### src/rtl/bus_master_arbiter.sv
// Two-master round-robin arbiter for the 8-bit register bus.
// Sequences one BUS_WR/BUS_RD strobe per transaction and returns an ACK.
//
// Ports:
//   BUS_CLK, BUS_RST       clock, synchronous active-high reset
//   M0_*/M1_*              master request, direction, address, write data,
//                          one-cycle ACK and held read data
//   BUS_WR, BUS_RD         single-cycle bus strobes
//   BUS_ADD, BUS_DATA_IN   address and write data, zero while idle
//   BUS_DATA_OUT           read data returned by the peripherals
//   BUSY                   high while a transaction is in flight
module bus_master_arbiter #(
    parameter int ABUSWIDTH    = 32,
    parameter int READ_LATENCY = 1
) (
    input  logic                 BUS_CLK,
    input  logic                 BUS_RST,
    input  logic                 M0_REQ,
    input  logic                 M0_WE,
    input  logic [ABUSWIDTH-1:0] M0_ADD,
    input  logic [7:0]           M0_WD,
    output logic                 M0_ACK,
    output logic [7:0]           M0_RD,
    input  logic                 M1_REQ,
    input  logic                 M1_WE,
    input  logic [ABUSWIDTH-1:0] M1_ADD,
    input  logic [7:0]           M1_WD,
    output logic                 M1_ACK,
    output logic [7:0]           M1_RD,
    output logic                 BUS_WR,
    output logic                 BUS_RD,
    output logic [ABUSWIDTH-1:0] BUS_ADD,
    output logic [7:0]           BUS_DATA_IN,
    input  logic [7:0]           BUS_DATA_OUT,
    output logic                 BUSY
);

    localparam logic [1:0] S_IDLE = 2'd0;
    localparam logic [1:0] S_STRB = 2'd1;
    localparam logic [1:0] S_WAIT = 2'd2;
    localparam logic [1:0] S_ACK  = 2'd3;

    logic [1:0]           state_q, state_d;
    logic                 last_q, last_d;
    logic                 gnt_q, gnt_d;
    logic                 we_q, we_d;
    logic [3:0]           cnt_q, cnt_d;
    logic [ABUSWIDTH-1:0] add_q, add_d;
    logic [7:0]           din_q, din_d;
    logic [7:0]           rd0_q, rd0_d;
    logic [7:0]           rd1_q, rd1_d;
    logic                 wr_q, wr_d;
    logic                 rs_q, rs_d;
    logic                 ack0_q, ack0_d;
    logic                 ack1_q, ack1_d;
    logic                 busy_q, busy_d;
    logic                 sel;

    always_comb begin
        state_d = state_q;
        last_d  = last_q;
        gnt_d   = gnt_q;
        we_d    = we_q;
        cnt_d   = cnt_q;
        add_d   = add_q;
        din_d   = din_q;
        rd0_d   = rd0_q;
        rd1_d   = rd1_q;
        wr_d    = 1'b0;
        rs_d    = 1'b0;
        ack0_d  = 1'b0;
        ack1_d  = 1'b0;
        sel     = 1'b0;
        unique case (state_q)
            S_IDLE: begin
                if (M0_REQ || M1_REQ) begin
                    // Contention goes to the master that did not win last.
                    sel     = (M0_REQ && M1_REQ) ? ~last_q : M1_REQ;
                    gnt_d   = sel;
                    last_d  = sel;
                    we_d    = sel ? M1_WE  : M0_WE;
                    add_d   = sel ? M1_ADD : M0_ADD;
                    din_d   = sel ? M1_WD  : M0_WD;
                    wr_d    = we_d;
                    rs_d    = ~we_d;
                    state_d = S_STRB;
                end
            end
            S_STRB: begin
                if (we_q) begin
                    ack0_d  = ~gnt_q;
                    ack1_d  = gnt_q;
                    state_d = S_ACK;
                end else begin
                    cnt_d   = 4'(READ_LATENCY);
                    state_d = S_WAIT;
                end
            end
            S_WAIT: begin
                cnt_d = cnt_q - 4'd1;
                if (cnt_q == 4'd1) begin
                    if (gnt_q) rd1_d = BUS_DATA_OUT;
                    else       rd0_d = BUS_DATA_OUT;
                    ack0_d  = ~gnt_q;
                    ack1_d  = gnt_q;
                    state_d = S_ACK;
                end
            end
            S_ACK: begin
                add_d   = '0;
                din_d   = '0;
                state_d = S_IDLE;
            end
            default: state_d = S_IDLE;
        endcase
        busy_d = (state_d != S_IDLE);
    end

    always_ff @(posedge BUS_CLK) begin
        if (BUS_RST) begin
            state_q <= S_IDLE;
            last_q  <= 1'b1;
            gnt_q   <= 1'b0;
            we_q    <= 1'b0;
            cnt_q   <= '0;
            add_q   <= '0;
            din_q   <= '0;
            rd0_q   <= '0;
            rd1_q   <= '0;
            wr_q    <= 1'b0;
            rs_q    <= 1'b0;
            ack0_q  <= 1'b0;
            ack1_q  <= 1'b0;
            busy_q  <= 1'b0;
        end else begin
            state_q <= state_d;
            last_q  <= last_d;
            gnt_q   <= gnt_d;
            we_q    <= we_d;
            cnt_q   <= cnt_d;
            add_q   <= add_d;
            din_q   <= din_d;
            rd0_q   <= rd0_d;
            rd1_q   <= rd1_d;
            wr_q    <= wr_d;
            rs_q    <= rs_d;
            ack0_q  <= ack0_d;
            ack1_q  <= ack1_d;
            busy_q  <= busy_d;
        end
    end

    assign M0_ACK      = ack0_q;
    assign M1_ACK      = ack1_q;
    assign M0_RD       = rd0_q;
    assign M1_RD       = rd1_q;
    assign BUS_WR      = wr_q;
    assign BUS_RD      = rs_q;
    assign BUS_ADD     = add_q;
    assign BUS_DATA_IN = din_q;
    assign BUSY        = busy_q;

endmodule

### config.mk
export PLATFORM = sky130hd
export DESIGN_NAME = bus_master_arbiter
export DESIGN_NICKNAME = d
export VERILOG_FILES = /design/src/rtl/bus_master_arbiter.sv
export SDC_FILE = /design/constraint.sdc
export NUM_CORES = 1
export LEC_CHECK = 0
export CAP_MARGIN = 20
export CORE_MARGIN = 2
export CORE_UTILIZATION = 42
export DETAILED_ROUTE_END_ITERATION = 10
export HOLD_SLACK_MARGIN = 0.1
export PLACE_DENSITY = 0.9
export SLEW_MARGIN = 20
export SYNTH_ARGS = -nofsm -noshare
export SYNTH_HDL_FRONTEND = slang
export SYNTH_SLANG_ARGS = --single-unit
### constraint.sdc
create_clock -name BUS_CLK -period 3.4 [get_ports BUS_CLK]
set_clock_uncertainty 0.15 [all_clocks]
set_input_delay 0.51 -clock BUS_CLK [delete_from_list [all_inputs] [get_ports BUS_CLK]]
set_output_delay 0.51 -clock BUS_CLK [all_outputs]
set_load 0.005 [all_outputs]
==> impl_metrics.ini, run 1 <==
[pwr]
leakage_uw = 0.001706
vdd_ir_drop_max_mv = 0.3530
p_seq_share_pct = 41.6
power.density_nw_per_um2 = 591.1
p_int_uw = 1912
power.share.switching_pct = 30.72
power.share.clock_pct = 22.0
p_comb_share_pct = 36.4
p_sw_uw = 847.7

[synthesis]
synth_fp_nets = 370
synth-seq-area-share_pct = 48.32
syn-cell-area_sq_um = 2900
synthArstFlopShare_pct = 0
ys.flop_type = dfxtp_1
synth_cells = 269
synth.ff_latch_count = 70
synth_edf_count = 0
yosysWarnings = 0
yosysUniqueCellTypes = 35
avgSynthCellArea_sq_um = 10.78

[sta]
slew-limit-headroom_pct = 62.32
hold_viol = 0
tightest_slew_ps = 563.7
slew_viol_final = 0
fin_crit_sh_pct = 66.30
rsz0062_at_grt = no
finalSetupTns_ps = 0
period_needed_ps = 2254
fmax_ghz = 0.4436
finalSetupViolations = 0

[worst_setup_path]
cp.required_ps = 3470
crit_slowest_cell = clkdlybuf4s50_1
path_class = in -> reg
start_kind = input pin
crit_path_max_fanout = 16
end_kind = flip-flop
critPathBufInv = 2
cp.arrival_ps = 2320
crit_family = buffers and inverters
crit_chain = clkdlybuf4s50_1, a21boi_4, buf_4, mux2i_1, o2bb2ai_1
cpPeakStageDelay_ps = 540

[die]
dieArea_sq_um = 7586
ios = 155
placeableCoreArea_sq_um = 6756
start_util_pct = 42.93
die_h_microns = 87.10
die_w_microns = 87.10
rows = 30

[layout]
finalInstanceArea_sq_um = 4668
seq_area_sq_um = 1401
drive_gt1_share_pct = 6.792
multi_input_area_sq_um = 1365
fill_cells = 527
syn2layout_area_growth_pct = 60.96
antenna_cells = 0
nets = 523

[clock_tree]
hold_buffers = 0
cts-htree-levels = 3
clock_sinks = 70
cts-buffers-inserted = 9
cts_root_buffer = clkbuf_8
clk_pin_slew_worst_paths_ps = 70
clockBufferDepth = 2
clock_latency_ps = 340
cts_tree = built
post-cts-setup-buffers = 0
ctsResizeCount = 0

[route]
wl_per_cell_microns = 15.35
detail-route-antenna-nets = 0
vias = 2603
vias_per_cell = 5.134
drc = 0
routed_wl_mm = 7.780
first_pass_iters = 4
drt_iter0_markers = 75

[global_routing]
grt_max_degree = 29
globalRoute.totalOverflow = 0
antenna_found_initial = 0
grt_use_total_pct = 20.33
grt_pass1_wl_mm = 12.21
first_global_vias = 2664

[hold_path]
hold_path_class = reg -> reg

[job]
maxCapViolations = 0

[place]
placed_area_sq_um = 4483
place_hpwl_mm = 6.000
gp_congestion = 0.7791
io_buffers = 154

[run_status]
outcome = completed
## routing by layer
layer,track usage [%],vias to the layer above,wire (microns)
li1,-,1288,-
met1,21.97,1211,3052
met2,37.68,96,3950
met3,5.782,8,690
met4,6.993,0,87
met5,0,-,0
## registers in the layout (all words and copies together) (netlist names), 2 cells and up
| register | flops |
|---|---|
| M0_RD | 8 |
| state_q | 2 |
| BUS_ADD | 32 |
| M1_RD | 8 |
| BUS_DATA_IN | 8 |
| cnt_q | 4 |
## per-stage QoR
stage          instances  total power [uW]  hold WS (ps)  utilization (%)  worst slack (ps)
4_1_cts              507              2791         314.4            69.09              1152
3_3_place_gp         491              2136         291.4            66.35             844.8
3_5_place_dp         491              2176         297.2            66.35             768.0
6_report             507              2759         312.0            69.09              1146
2_1_floorplan        269              1647         294.6                -              1742
5_1_grt              507              2935         327.8            69.09              1055
## cells in the mapped netlist, types with 2 or more instances
library cell  number  share of area [%]
nand3_1            8                1.4
nor3_1             2               0.35
buf_4              4                1.0
buf_6              4                1.6
ha_1               7                3.0
o2bb2ai_1         40                 12
nor2_1            15                1.9
clkbuf_1           4               0.52
o21ai_0            4               0.69
nor2b_1            3               0.65
mux2i_1           49                 17
a21oi_1           14                2.4
dfxtp_1           70                 48
inv_1              6               0.78
nand2_1           14                1.8
buf_2              6                1.0
## power by group through the flow
| stage | clock network (uW) | registers [uW] | logic (uW) |
|---|---|---|---|
| floorplan | 0 | 1150 | 496 |
| global placement | 0 | 1160 | 981 |
| detailed placement | 0 | 1160 | 1010 |
| CTS | 625 | 1150 | 1020 |
| global route | 659 | 1170 | 1100 |
| finish | 607 | 1150 | 1010 |
## final timing paths
check / startpoint / depth (start not counted) / to / slack [ps]
max: M1_REQ / 5 / BUS_ADD[0]$_SDFFE_PP0P_ / 1150
min: BUS_ADD[26]$_SDFFE_PP0P_ / 1 / BUS_ADD[26]$_SDFFE_PP0P_ / 310
max reg2reg: state_q[0]$_SDFF_PP0_ / 6 / BUS_ADD[6]$_SDFFE_PP0P_ / 1290
min reg2reg: BUS_ADD[26]$_SDFFE_PP0P_ / 1 / BUS_ADD[26]$_SDFFE_PP0P_ / 310
## kinds of logic (layout without fill, tap and decap cells)
| logic type | after synthesis | after routing | share of synthesized area (%) |
|---|---|---|---|
| AO/OA/AOI/OAI | 64 | 64 | 16.87 |
| adder cells (fa/ha/maj) | 7 | 7 | 3.020 |
| buffers and inverters | 25 | 183 | 5.090 |
| flip-flops | 70 | 70 | 48.32 |
| multiplexers | 51 | 51 | 17.69 |
| AND/OR/NAND/NOR | 52 | 52 | 9.017 |
## cell usage in the layout, fill, tap and decap left out, types with 2 or more instances in the layout
| master | n |
|---|---|
| mux2i_1 | 49 |
| o2bb2ai_1 | 40 |
| nor3_1 | 2 |
| buf_4 | 7 |
| clkinvlp_4 | 2 |
| o21ai_0 | 4 |
| clkinv_2 | 2 |
| clkdlybuf4s50_1 | 154 |
| nor2b_1 | 3 |
| clkbuf_8 | 11 |
| nand3_1 | 8 |
| inv_1 | 6 |
| dfxtp_1 | 70 |
| a21oi_1 | 14 |
| nor2_1 | 14 |
| nand2_1 | 14 |
| ha_1 | 7 |
## layout make-up
| type | count | area share [%] |
|---|---|---|
| Timing Repair Buffer | 161 | 34.15 |
| Sequential cell | 70 | 30.02 |
| Multi-Input combinational cell | 174 | 29.24 |
| Clock buffer | 11 | 3.243 |
| Tap cell | 80 | 2.144 |
| Clock inverter | 5 | 0.7237 |
| Inverter | 6 | 0.4824 |
## worst reg2reg max path: cells and delay by family (launching register included)
kind	cells	cell delay, ps
fa+ha+maj	1	260
buf+inv	2	480
compound gates	2	250
flops	1	410
simple gates	1	460
(Power assumes the default switching activity.)
==> run 2: changes to the inputs <==
--- a/config.mk
+++ b/config.mk
@@ -7,10 +7,10 @@
 export LEC_CHECK = 0
 export CAP_MARGIN = 20
 export CORE_MARGIN = 2
-export CORE_UTILIZATION = 42
+export CORE_UTILIZATION = 39
 export DETAILED_ROUTE_END_ITERATION = 10
 export HOLD_SLACK_MARGIN = 0.1
-export PLACE_DENSITY = 0.9
+export PLACE_DENSITY = 0.85
 export SLEW_MARGIN = 20
 export SYNTH_ARGS = -nofsm -noshare
 export SYNTH_HDL_FRONTEND = slang
==> constraint.sdc (replaced) <==
create_clock -name BUS_CLK -period 2.1 [get_ports BUS_CLK]
set_clock_uncertainty 0.15 [all_clocks]
set_input_delay 0.315 -clock BUS_CLK [delete_from_list [all_inputs] [get_ports BUS_CLK]]
set_output_delay 0.315 -clock BUS_CLK [all_outputs]
set_load 0.005 [all_outputs]
==> run 2 against run 1 <==
Die area increased by 7.3%. Count of clock-buffer cells in the layout unchanged. Total power up 73%. Register-to-register slack got worse by 1100 ps. Critical path type is now reg -> reg. Sequential share of layout area is 0.76 points lower. Critical path depth is 1 higher. Flip-flop and latch count is the same. Global-route usage decreased by 0.17 points. Wire length is 5.8% higher. Worst hold slack worse by 0.67 ps. Worst setup slack worse by 990 ps. Cell area up 2.6%.
==> impl_metrics.ini, run 2 (same netlist as run 1, synthesis figures left out) <==
[run_status]
outcome = completed

[layout]
antenna_cells = 0
seq_area_sq_um = 1401
fill_cells = 575
most-common-layout-cells = clkdlybuf4s50_1 (154), dfxtp_1 (70), mux2i_1 (49)
drive_gt1_share_pct = 7.009
nets = 524
fin_cells = 527
multi_input_area_sq_um = 1370
final_common_cell = clkdlybuf4s50_1
largest_reg_flops = 32
syn2layout_area_growth_pct = 65.14

[die]
dieArea_sq_um = 8142
ios = 155
rows = 31
die_w_microns = 90.24
die_h_microns = 90.24
placeableCoreArea_sq_um = 7214
start_util_pct = 40.20

[clock_tree]
post-cts-setup-buffers = 0
cts_tree = built
clk_pin_slew_worst_paths_ps = 70
clockBufferDepth = 2
clock_latency_ps = 330
cts_root_buffer = clkbuf_8
ctsResizeCount = 0
cts-htree-levels = 3
hold_buffers = 0
cts-buffers-inserted = 9
clock_sinks = 70

[global_routing]
grt_max_degree = 41
antenna_found_initial = 0
grt_pass1_wl_mm = 13.23
first_global_vias = 2650
globalRoute.totalOverflow = 0
grt_use_total_pct = 20.15

[sta]
fin_crit_sh_pct = 92.47
finalSetupViolations = 0
slew_viol_final = 0
fmax_ghz = 0.5149
finalSetupTns_ps = 0
slew-limit-headroom_pct = 64.31
fin_hold_ws_ps = 311.3
rsz0062_at_grt = no
hold_viol = 0
tightest_slew_ps = 534.5
finalWorstSetupSlack_ps = 158.0
period_needed_ps = 1942

[place]
pre_cts_slack_ps = 58.29
io_buffers = 154
gp_congestion = 0.7558
place_hpwl_mm = 6.039
dp.cells = 511

[route]
drt_iter0_markers = 73
vias = 2649
vias_per_cell = 5.027
detail-route-antenna-nets = 0
first_pass_iters = 4
routed_wl_mm = 8.232
drc = 0
wl_per_cell_microns = 15.62

[worst_setup_path]
crit_path_max_fanout = 8
cp.arrival_ps = 2020
end_kind = flip-flop
cp.required_ps = 2170
path_class = reg -> reg
start_kind = flip-flop

[job]
maxCapViolations = 0

[pwr]
leakage_uw = 0.001749
vdd_ir_drop_max_mv = 0.5745
power.density_nw_per_um2 = 999.5

[hold_path]
hold_path_class = reg -> reg
## run 2: worst max-delay path: stages (launching register included)
cell      delay (ps)
dfxtp_1          350
inv_1            120
ha_1             280
nor4bb_1         400
nand2_1          300
nand2_1          150
a21oi_1           80
## run 2: area by class of cell
type | instances | share of cell area [%]
flip-flops and latches | 70 | 29.26
well taps | 99 | 2.586
repair buffers | 162 | 34.22
clock inverters | 5 | 1.698
multi-input cells | 174 | 28.60
inverters | 6 | 0.4702
clock buffers | 11 | 3.161
## run 2: power breakdown
part	switching [uW]	total [uW]	internal, uW
Combinational	694	1700	1010
Sequential	207	1850	1650
Clock	498	1230	734
## run 2: worst paths after layout
check                                               from                       end  slack, ps  cells past startpoint
worst min register to register  BUS_ADD[19]$_SDFFE_PP0P_  BUS_ADD[19]$_SDFFE_PP0P_        310                      1
worst max-delay path               state_q[0]$_SDFF_PP0_     M1_RD[7]$_SDFFE_PP0P_        160                      6
worst min-delay path            BUS_ADD[19]$_SDFFE_PP0P_  BUS_ADD[19]$_SDFFE_PP0P_        310                      1
worst max register to register     state_q[0]$_SDFF_PP0_     M1_RD[7]$_SDFFE_PP0P_        160                      6
## run 2: stage by stage
stage / util [%] / total power [uW] / cell area (sq um)
after floorplan: - / 2667 / 2900
after global placement: 63.16 / 3532 / 4557
after detailed placement: 63.16 / 3590 / 4557
after CTS: 66.39 / 4833 / 4790
after global routing: 66.39 / 5052 / 4790
final: 66.39 / 4787 / 4790
## run 2: per-layer routing
metal,share of wire [%],up-vias,global-route usage [%]
met4,1.6,0,6.667
met2,47,126,33.02
met5,0,-,0
met1,43,1217,24.84
li1,-,1290,-
met3,8.6,16,6.957
